--- src/rtl/zdraw_scheduler_if.sv ---
// Request/core bus of the ZDrawCore scheduler.
// slave  : scheduler side (takes requests and core done, drives the core and status)
// master : environment side (requesters, ZDrawCore, status consumers)
// Signals: en, iReq[3:0], iReq_Data[127:0], iCore_Done,
//          oCore_En, oCore_Cmd[3:0], oCore_Data[31:0],
//          oBusy, oInit_Done, oServiced[3:0], oTimeout_Err
interface zdraw_scheduler_if;
  localparam int unsigned NSRC = 4;
  localparam int unsigned DW   = 32;
  localparam int unsigned CW   = 4;

  logic                 en;
  logic [NSRC-1:0]      iReq;
  logic [NSRC*DW-1:0]   iReq_Data;
  logic                 iCore_Done;
  logic                 oCore_En;
  logic [CW-1:0]        oCore_Cmd;
  logic [DW-1:0]        oCore_Data;
  logic                 oBusy;
  logic                 oInit_Done;
  logic [NSRC-1:0]      oServiced;
  logic                 oTimeout_Err;

  modport slave (
    input  en, iReq, iReq_Data, iCore_Done,
    output oCore_En, oCore_Cmd, oCore_Data, oBusy, oInit_Done, oServiced, oTimeout_Err
  );

  modport master (
    output en, iReq, iReq_Data, iCore_Done,
    input  oCore_En, oCore_Cmd, oCore_Data, oBusy, oInit_Done, oServiced, oTimeout_Err
  );
endinterface

--- src/rtl/zdraw_scheduler.sv ---
// Shares ZDrawCore between four draw requesters (RTC, new pulse counter,
// mode icon, accumulated counter). After reset it issues a fixed init
// sequence, then services latched requests round-robin, one command at a
// time, over the core's en/done handshake with a per-command timeout.
// Ports: clk, rst (sync, active high), bus (zdraw_scheduler_if.slave).
module zdraw_scheduler #(
  parameter logic [3:0]  CMD_SRC0  = 4'd2,
  parameter logic [3:0]  CMD_SRC1  = 4'd5,
  parameter logic [3:0]  CMD_SRC2  = 4'd7,
  parameter logic [3:0]  CMD_SRC3  = 4'd8,
  parameter logic [3:0]  INIT_CMD0 = 4'd0,
  parameter logic [3:0]  INIT_CMD1 = 4'd1,
  parameter logic [3:0]  INIT_CMD2 = 4'd4,
  parameter int unsigned TIMEOUT   = 2000000
) (
  input logic              clk,
  input logic              rst,
  zdraw_scheduler_if.slave bus
);

  localparam int unsigned NSRC  = 4;
  localparam int unsigned DW    = 32;
  localparam int unsigned CW    = 4;
  localparam int unsigned CNT_W = $clog2(TIMEOUT);

  typedef enum logic [2:0] {S_INIT, S_IDLE, S_ISSUE, S_WAIT, S_GAP} state_t;

  state_t                      state, state_n;
  logic [NSRC-1:0]             pending, pending_n;
  logic [NSRC-1:0][DW-1:0]     lat_data;
  logic [1:0]                  rr, rr_n;
  logic [1:0]                  init_idx, init_idx_n;
  logic [1:0]                  cur, cur_n;
  logic [CNT_W-1:0]            cnt, cnt_n;
  logic                        core_en, core_en_n;
  logic [CW-1:0]               cmd, cmd_n;
  logic [DW-1:0]               data, data_n;
  logic                        busy_n, busy;
  logic                        init_done, init_done_n;
  logic [NSRC-1:0]             serviced, serviced_n;
  logic                        terr, terr_n;

  logic                        found;
  logic [1:0]                  win;
  logic [1:0]                  cand;
  logic                        tmo;

  function automatic logic [CW-1:0] src_cmd(input logic [1:0] k);
    case (k)
      2'd0:    src_cmd = CMD_SRC0;
      2'd1:    src_cmd = CMD_SRC1;
      2'd2:    src_cmd = CMD_SRC2;
      default: src_cmd = CMD_SRC3;
    endcase
  endfunction

  function automatic logic [CW-1:0] init_cmd(input logic [1:0] k);
    case (k)
      2'd0:    init_cmd = INIT_CMD0;
      2'd1:    init_cmd = INIT_CMD1;
      default: init_cmd = INIT_CMD2;
    endcase
  endfunction

  // State and output registers; request data latched independently of state
  always_ff @(posedge clk) begin
    if (rst) begin
      state     <= S_INIT;
      pending   <= '0;
      lat_data  <= '0;
      rr        <= '0;
      init_idx  <= '0;
      cur       <= '0;
      cnt       <= '0;
      core_en   <= 1'b0;
      cmd       <= '0;
      data      <= '0;
      busy      <= 1'b0;
      init_done <= 1'b0;
      serviced  <= '0;
      terr      <= 1'b0;
    end else begin
      state     <= state_n;
      pending   <= pending_n;
      rr        <= rr_n;
      init_idx  <= init_idx_n;
      cur       <= cur_n;
      cnt       <= cnt_n;
      core_en   <= core_en_n;
      cmd       <= cmd_n;
      data      <= data_n;
      busy      <= busy_n;
      init_done <= init_done_n;
      serviced  <= serviced_n;
      terr      <= terr_n;
      for (int k = 0; k < NSRC; k++) begin
        if (bus.iReq[k]) lat_data[k] <= bus.iReq_Data[DW*k +: DW];
      end
    end
  end

  // Next-state, grant and registered-output values
  always_comb begin
    state_n     = state;
    pending_n   = pending;
    rr_n        = rr;
    init_idx_n  = init_idx;
    cur_n       = cur;
    cnt_n       = cnt;
    core_en_n   = core_en;
    cmd_n       = cmd;
    data_n      = data;
    init_done_n = init_done;
    serviced_n  = '0;
    terr_n      = terr;
    found       = 1'b0;
    win         = '0;
    cand        = '0;
    // Counter reaching TIMEOUT-1 on this WAIT cycle's increment
    tmo         = (cnt == CNT_W'(TIMEOUT - 2));

    // Round-robin search upward from rr, wrapping 3->0
    for (int i = 0; i < NSRC; i++) begin
      cand = rr + 2'(i);
      if (!found && pending[cand]) begin
        found = 1'b1;
        win   = cand;
      end
    end

    case (state)
      S_INIT: begin
        if (bus.en) begin
          cmd_n     = init_cmd(init_idx);
          data_n    = '0;
          core_en_n = 1'b1;
          cnt_n     = '0;
          state_n   = S_WAIT;
        end
      end
      S_IDLE: begin
        if (bus.en && found) begin
          cur_n          = win;
          cmd_n          = src_cmd(win);
          data_n         = lat_data[win];
          pending_n[win] = 1'b0;
          rr_n           = win + 2'd1;
          core_en_n      = 1'b1;
          cnt_n          = '0;
          state_n        = S_ISSUE;
        end
      end
      S_ISSUE: begin
        state_n = S_WAIT;
      end
      S_WAIT: begin
        if (bus.iCore_Done || tmo) begin
          core_en_n = 1'b0;
          state_n   = S_GAP;
          if (!bus.iCore_Done) terr_n = 1'b1;
          if (init_done) begin
            serviced_n[cur] = 1'b1;
          end else begin
            init_idx_n = init_idx + 2'd1;
            if (init_idx == 2'd2) init_done_n = 1'b1;
          end
        end else begin
          cnt_n = cnt + CNT_W'(1);
        end
      end
      S_GAP: begin
        state_n = (init_idx < 2'd3) ? S_INIT : S_IDLE;
      end
      default: begin
        state_n = S_INIT;
      end
    endcase

    // A same-cycle request re-arms the source even if it was just granted
    pending_n = pending_n | bus.iReq;
    busy_n    = (state_n == S_ISSUE) || (state_n == S_WAIT) || (state_n == S_GAP);
  end

  assign bus.oCore_En     = core_en;
  assign bus.oCore_Cmd    = cmd;
  assign bus.oCore_Data   = data;
  assign bus.oBusy        = busy;
  assign bus.oInit_Done   = init_done;
  assign bus.oServiced    = serviced;
  assign bus.oTimeout_Err = terr;

endmodule
--- src/flat_wrapper.sv ---
// flat-port wrapper written by rule: the top's interface ports become plain ports
module zdraw_scheduler_flat 
#(
  parameter logic [3:0]  CMD_SRC0  = 4'd2,
  parameter logic [3:0]  CMD_SRC1  = 4'd5,
  parameter logic [3:0]  CMD_SRC2  = 4'd7,
  parameter logic [3:0]  CMD_SRC3  = 4'd8,
  parameter logic [3:0]  INIT_CMD0 = 4'd0,
  parameter logic [3:0]  INIT_CMD1 = 4'd1,
  parameter logic [3:0]  INIT_CMD2 = 4'd4,
  parameter int unsigned TIMEOUT   = 2000000
)
  (clk, rst, bus_en, bus_iReq, bus_iReq_Data, bus_iCore_Done, bus_oCore_En, bus_oCore_Cmd, bus_oCore_Data, bus_oBusy, bus_oInit_Done, bus_oServiced, bus_oTimeout_Err);
  zdraw_scheduler_if bus_i ();
  input logic clk;
  input logic rst;
  input wire logic [$bits(bus_i.en)-1:0] bus_en;
  input wire logic [$bits(bus_i.iReq)-1:0] bus_iReq;
  input wire logic [$bits(bus_i.iReq_Data)-1:0] bus_iReq_Data;
  input wire logic [$bits(bus_i.iCore_Done)-1:0] bus_iCore_Done;
  output wire logic [$bits(bus_i.oCore_En)-1:0] bus_oCore_En;
  output wire logic [$bits(bus_i.oCore_Cmd)-1:0] bus_oCore_Cmd;
  output wire logic [$bits(bus_i.oCore_Data)-1:0] bus_oCore_Data;
  output wire logic [$bits(bus_i.oBusy)-1:0] bus_oBusy;
  output wire logic [$bits(bus_i.oInit_Done)-1:0] bus_oInit_Done;
  output wire logic [$bits(bus_i.oServiced)-1:0] bus_oServiced;
  output wire logic [$bits(bus_i.oTimeout_Err)-1:0] bus_oTimeout_Err;
  assign bus_i.en = bus_en;
  assign bus_i.iReq = bus_iReq;
  assign bus_i.iReq_Data = bus_iReq_Data;
  assign bus_i.iCore_Done = bus_iCore_Done;
  assign bus_oCore_En = bus_i.oCore_En;
  assign bus_oCore_Cmd = bus_i.oCore_Cmd;
  assign bus_oCore_Data = bus_i.oCore_Data;
  assign bus_oBusy = bus_i.oBusy;
  assign bus_oInit_Done = bus_i.oInit_Done;
  assign bus_oServiced = bus_i.oServiced;
  assign bus_oTimeout_Err = bus_i.oTimeout_Err;
  zdraw_scheduler #(.CMD_SRC0(CMD_SRC0), .CMD_SRC1(CMD_SRC1), .CMD_SRC2(CMD_SRC2), .CMD_SRC3(CMD_SRC3), .INIT_CMD0(INIT_CMD0), .INIT_CMD1(INIT_CMD1), .INIT_CMD2(INIT_CMD2), .TIMEOUT(TIMEOUT)) u_core (.clk(clk), .rst(rst), .bus(bus_i));
endmodule
--- config.mk ---
export PLATFORM = sky130hd
export DESIGN_NAME = zdraw_scheduler_flat
export DESIGN_NICKNAME = d
export VERILOG_FILES = /design/src/rtl/zdraw_scheduler_if.sv /design/src/rtl/zdraw_scheduler.sv /design/src/flat_wrapper.sv
export SDC_FILE = /design/constraint.sdc
export NUM_CORES = 1
export LEC_CHECK = 0
export CAP_MARGIN = 30
export CORE_ASPECT_RATIO = 0.75
export CORE_MARGIN = 2
export CORE_UTILIZATION = 25
export CTS_BUF_LIST = sky130_fd_sc_hd__clkbuf_4
export CTS_CLUSTER_DIAMETER = 120
export DETAILED_ROUTE_END_ITERATION = 6
export PLACE_DENSITY = 0.47
export SYNTH_ARGS = -nofsm -noshare
export SYNTH_HDL_FRONTEND = slang
export SYNTH_SLANG_ARGS = --single-unit
export TNS_END_PERCENT = 100
--- constraint.sdc ---
create_clock -name clk -period 6.35 [get_ports clk]
set_input_delay 1.905 -clock clk [delete_from_list [all_inputs] [get_ports clk]]
set_output_delay 1.905 -clock clk [all_outputs]
set_load 0.02 [all_outputs]
==> results.cfg <==
[pwr]
power.static_leakage_nw = 4.63
power.ir.vdd_worst_v = 0.000133
clockPowerShare_pct = 40.3
p_per_area_nw_per_um2 = 259
netSwitchingPower_uw = 788
power_frac_seq_pct = 46.7
power.share.switching_pct = 26.5
power.internal_mw = 2.19
pwr-share-comb_pct = 12.9

[clocking]
clkSlewWorstSetupHoldPaths_ns = 0.06
clock_net_sink_count = 206
clock_insertion_delay_worst_skew_ns = 0.70
clock_tree.htree_level_count = 2
cts-root-buf = sky130_fd_sc_hd__clkbuf_4
clock_tree.buffer_depth = 3
cts_hold_repair.buffers = 0
tritoncts = built
cts_repair_resize_count = 0
cts-buffers-inserted = 56
cts_setup_buffers = 0

[global_routing]
met3_demand_to_capacity_share_in_global_routing_pct = 6.30
groute.usage.overall_pct = 14.0
gr-total-overflow = 0
met1_demand_to_capacity_share_in_global_routing_pct = 18.4
global_route.peak_usage_layer = met2
grt_first_pass_wirelength_mm = 38.9
use_met2_pct = 20.5
grt_antenna_before_repair = 7
grt_start_max_net_pins = 84
grt_pass1_vias = 6957

[timing]
layout_min_cycle_time_ns = 3.61
worstMarginPinSlew_ns = 0.898
totalNegativeSetupSlack_ns = 0
max_freq_mhz = 277
hold_viol_final = 0
hold_slack_ns = 0.465
fin_crit_sh_pct = 56.8
slew_viol_final = 0
rsz0062_at_grt = no
fin_worst_skew_ns = 0.0607
timing.final.setup_violations = 0
slew_headroom_pct = 40.1

[drt]
antenna_violating_nets_post_route = 0
first_pass_iters = 4
drc_errors = 0
post_drt_via_cell_ratio = 4.42
postRouteWirelength_mm = 25.3
routed-via-count = 6799
first_iter_violations = 270
wire_per_inst_microns = 16.4

[floorplanning]
die_y_microns = 164
io_pins = 180
die_w_microns = 218
floorplan.rows = 58
die_area_sq_um = 35800
initial_utilization_pct = 25.5
fp.coreArea_sq_um = 33700

[yosys]
ys_seq_area_share_pct = 48.1
synth_enable_flop_cells = 0
post_synthesis_sequential_element_count = 206
mappedNetlistArea_sq_um = 8580
synth_nets = 1004
synthCells = 857
distinct_cell_type_count_after_synthesis = 49
synthesis.area_per_instance_sq_um = 10.0
ys.warnings.count = 0
synth-async-reset-ratio_pct = 0
yosys_most_used_dff = sky130_fd_sc_hd__dfxtp_1

[critical_path]
cp-end-kind = output port
timing.setup.critical_path_class = reg2out
critPathSlowestCell = sky130_fd_sc_hd__clkdlybuf4s50_1
crit_family = buffers and inverters
worst_setup_path_start_kind = flip-flop
critPathMaxStageDelay_ns = 0.62
worstPathBufferInverterCount = 1
critical_path_cell_by_cell = clkdlybuf4s50_1
cp.required_ns = 4.45
critical_path_arrival_ns = 1.70
worst-path-max-fanout = 2

[finish]
final_cell_mix = 206 x sky130_fd_sc_hd__dfxtp_1, 199 x sky130_fd_sc_hd__nor2_1, 174 x sky130_fd_sc_hd__clkdlybuf4s50_1
num-fill-cells = 3525
stdcell_area_sq_um = 11500
final_util_pct = 34.2
finish.net_count = 1194
area_delta_synth_final_pct = 34.0
area_of_the_multi_input_gates_sq_um = 4190
most_common_library_cell_in_the_layout_ignoring_fill_and_taps = sky130_fd_sc_hd__dfxtp_1
final-seq-area_sq_um = 4120
layout-drive-gt1-share_pct = 13.7

[placed_design]
io_port_bufs = 179
post_dp_cell_area_sq_um = 10800
hpwl_after_dpl_mm = 16.4
gp_weighted_congestion = 0.723

[run_status]
status = completed

[job]
max_cap_viol_count = 0

[worst_hold_path]
holdCritPathClass = reg2reg
[layer usage]
metal | vias up | wire (microns)
met3 | 54 | 2310
li1 | 3405 | -
met2 | 174 | 10400
met5 | - | 62
met1 | 3156 | 12100
met4 | 10 | 435
[cell type report]
type                       count  share of cell area [%]
inverter                      10                   0.326
timing repair buffer         190                    16.3
multi-input combinational    583                    36.4
sequential                   206                    35.9
clock inverter                 9                   0.326
clock buffer                  90                    5.88
tap                          450                    4.90
antenna                        1                  0.0218
[worst paths after layout]
kind | from | end | slack [ns] | cells after the start
worst min-delay path | u_core.bus.oCore_En | u_core.bus.oCore_En | 0.46 | 2
worst max register to register | u_core.rr[1] | u_core.bus.oCore_Data[1] | 3.64 | 7
worst min register to register | u_core.bus.oCore_En | u_core.bus.oCore_En | 0.46 | 2
worst max-delay path | u_core.bus.oCore_Data[30] | bus_oCore_Data[30] | 2.74 | 1
[power groups by stage]
stage	registers [mW]	clock network (mW)	logic, mW
final	1.39	1.20	0.384
after global routing	1.40	1.34	0.422
after CTS	1.39	1.26	0.390
after detailed placement	1.42	0	0.389
after global placement	1.42	0	0.388
after floorplan	1.42	0	0.221
[state kept, by name, indices dropped and copies added (netlist names)]
register	flops
u_core.bus.oBusy	1
u_core.cur	2
u_core.bus.oInit_Done	1
u_core.lat_data	128
u_core.rr	2
u_core.cnt	21
u_core.state	3
u_core.bus.oCore_Data	32
u_core.bus.oServiced	4
u_core.bus.oTimeout_Err	1
u_core.bus.oCore_Cmd	4
u_core.pending	4
u_core.bus.oCore_En	1
u_core.init_idx	2
[per-stage QoR]
step / setup WS [ns] / cells / total power, mW
after CTS: 2.61 / 1537 / 3.04
after global routing: 2.59 / 1539 / 3.15
after global placement: 2.32 / 1438 / 1.81
final: 2.74 / 1539 / 2.97
after floorplan: 3.33 / 857 / 1.64
after detailed placement: 2.30 / 1438 / 1.81
[worst reg2reg max path: cells and delay by family (launching register included)]
kind | cells | cell delay (ns)
buf+inv | 1 | 0.78
mux | 1 | 0.39
simple gates | 1 | 0.08
compound gates | 4 | 0.91
flops | 1 | 0.38
[kinds of logic after synthesis]
| family | count (synthesis) | synth area share (%) |
|---|---|---|
| simple gates | 276 | 14.4 |
| flops | 206 | 48.1 |
| mux | 195 | 23.2 |
| compound gates | 87 | 7.83 |
| buf+inv | 68 | 3.50 |
| xor+xnor | 14 | 1.43 |
| fa+ha+maj | 11 | 1.60 |
[synthesized netlist by cell type (all sizes together) (7+ instances only)]
cell / count / area share, %
mux2i: 163 / 19
nand2: 20 / 0.90
clkbuf: 44 / 1.9
a21oi: 30 / 1.7
mux2: 32 / 4.2
ha: 11 / 1.6
o21ai: 10 / 0.63
a221o: 32 / 3.7
inv: 10 / 0.44
or3: 8 / 0.58
a2111oi: 7 / 0.95
dfxtp: 206 / 48
buf: 14 / 1.1
xnor2: 14 / 1.4
nand3: 11 / 0.79
nor2: 199 / 8.7
Power figures use the tool's default switching activity.
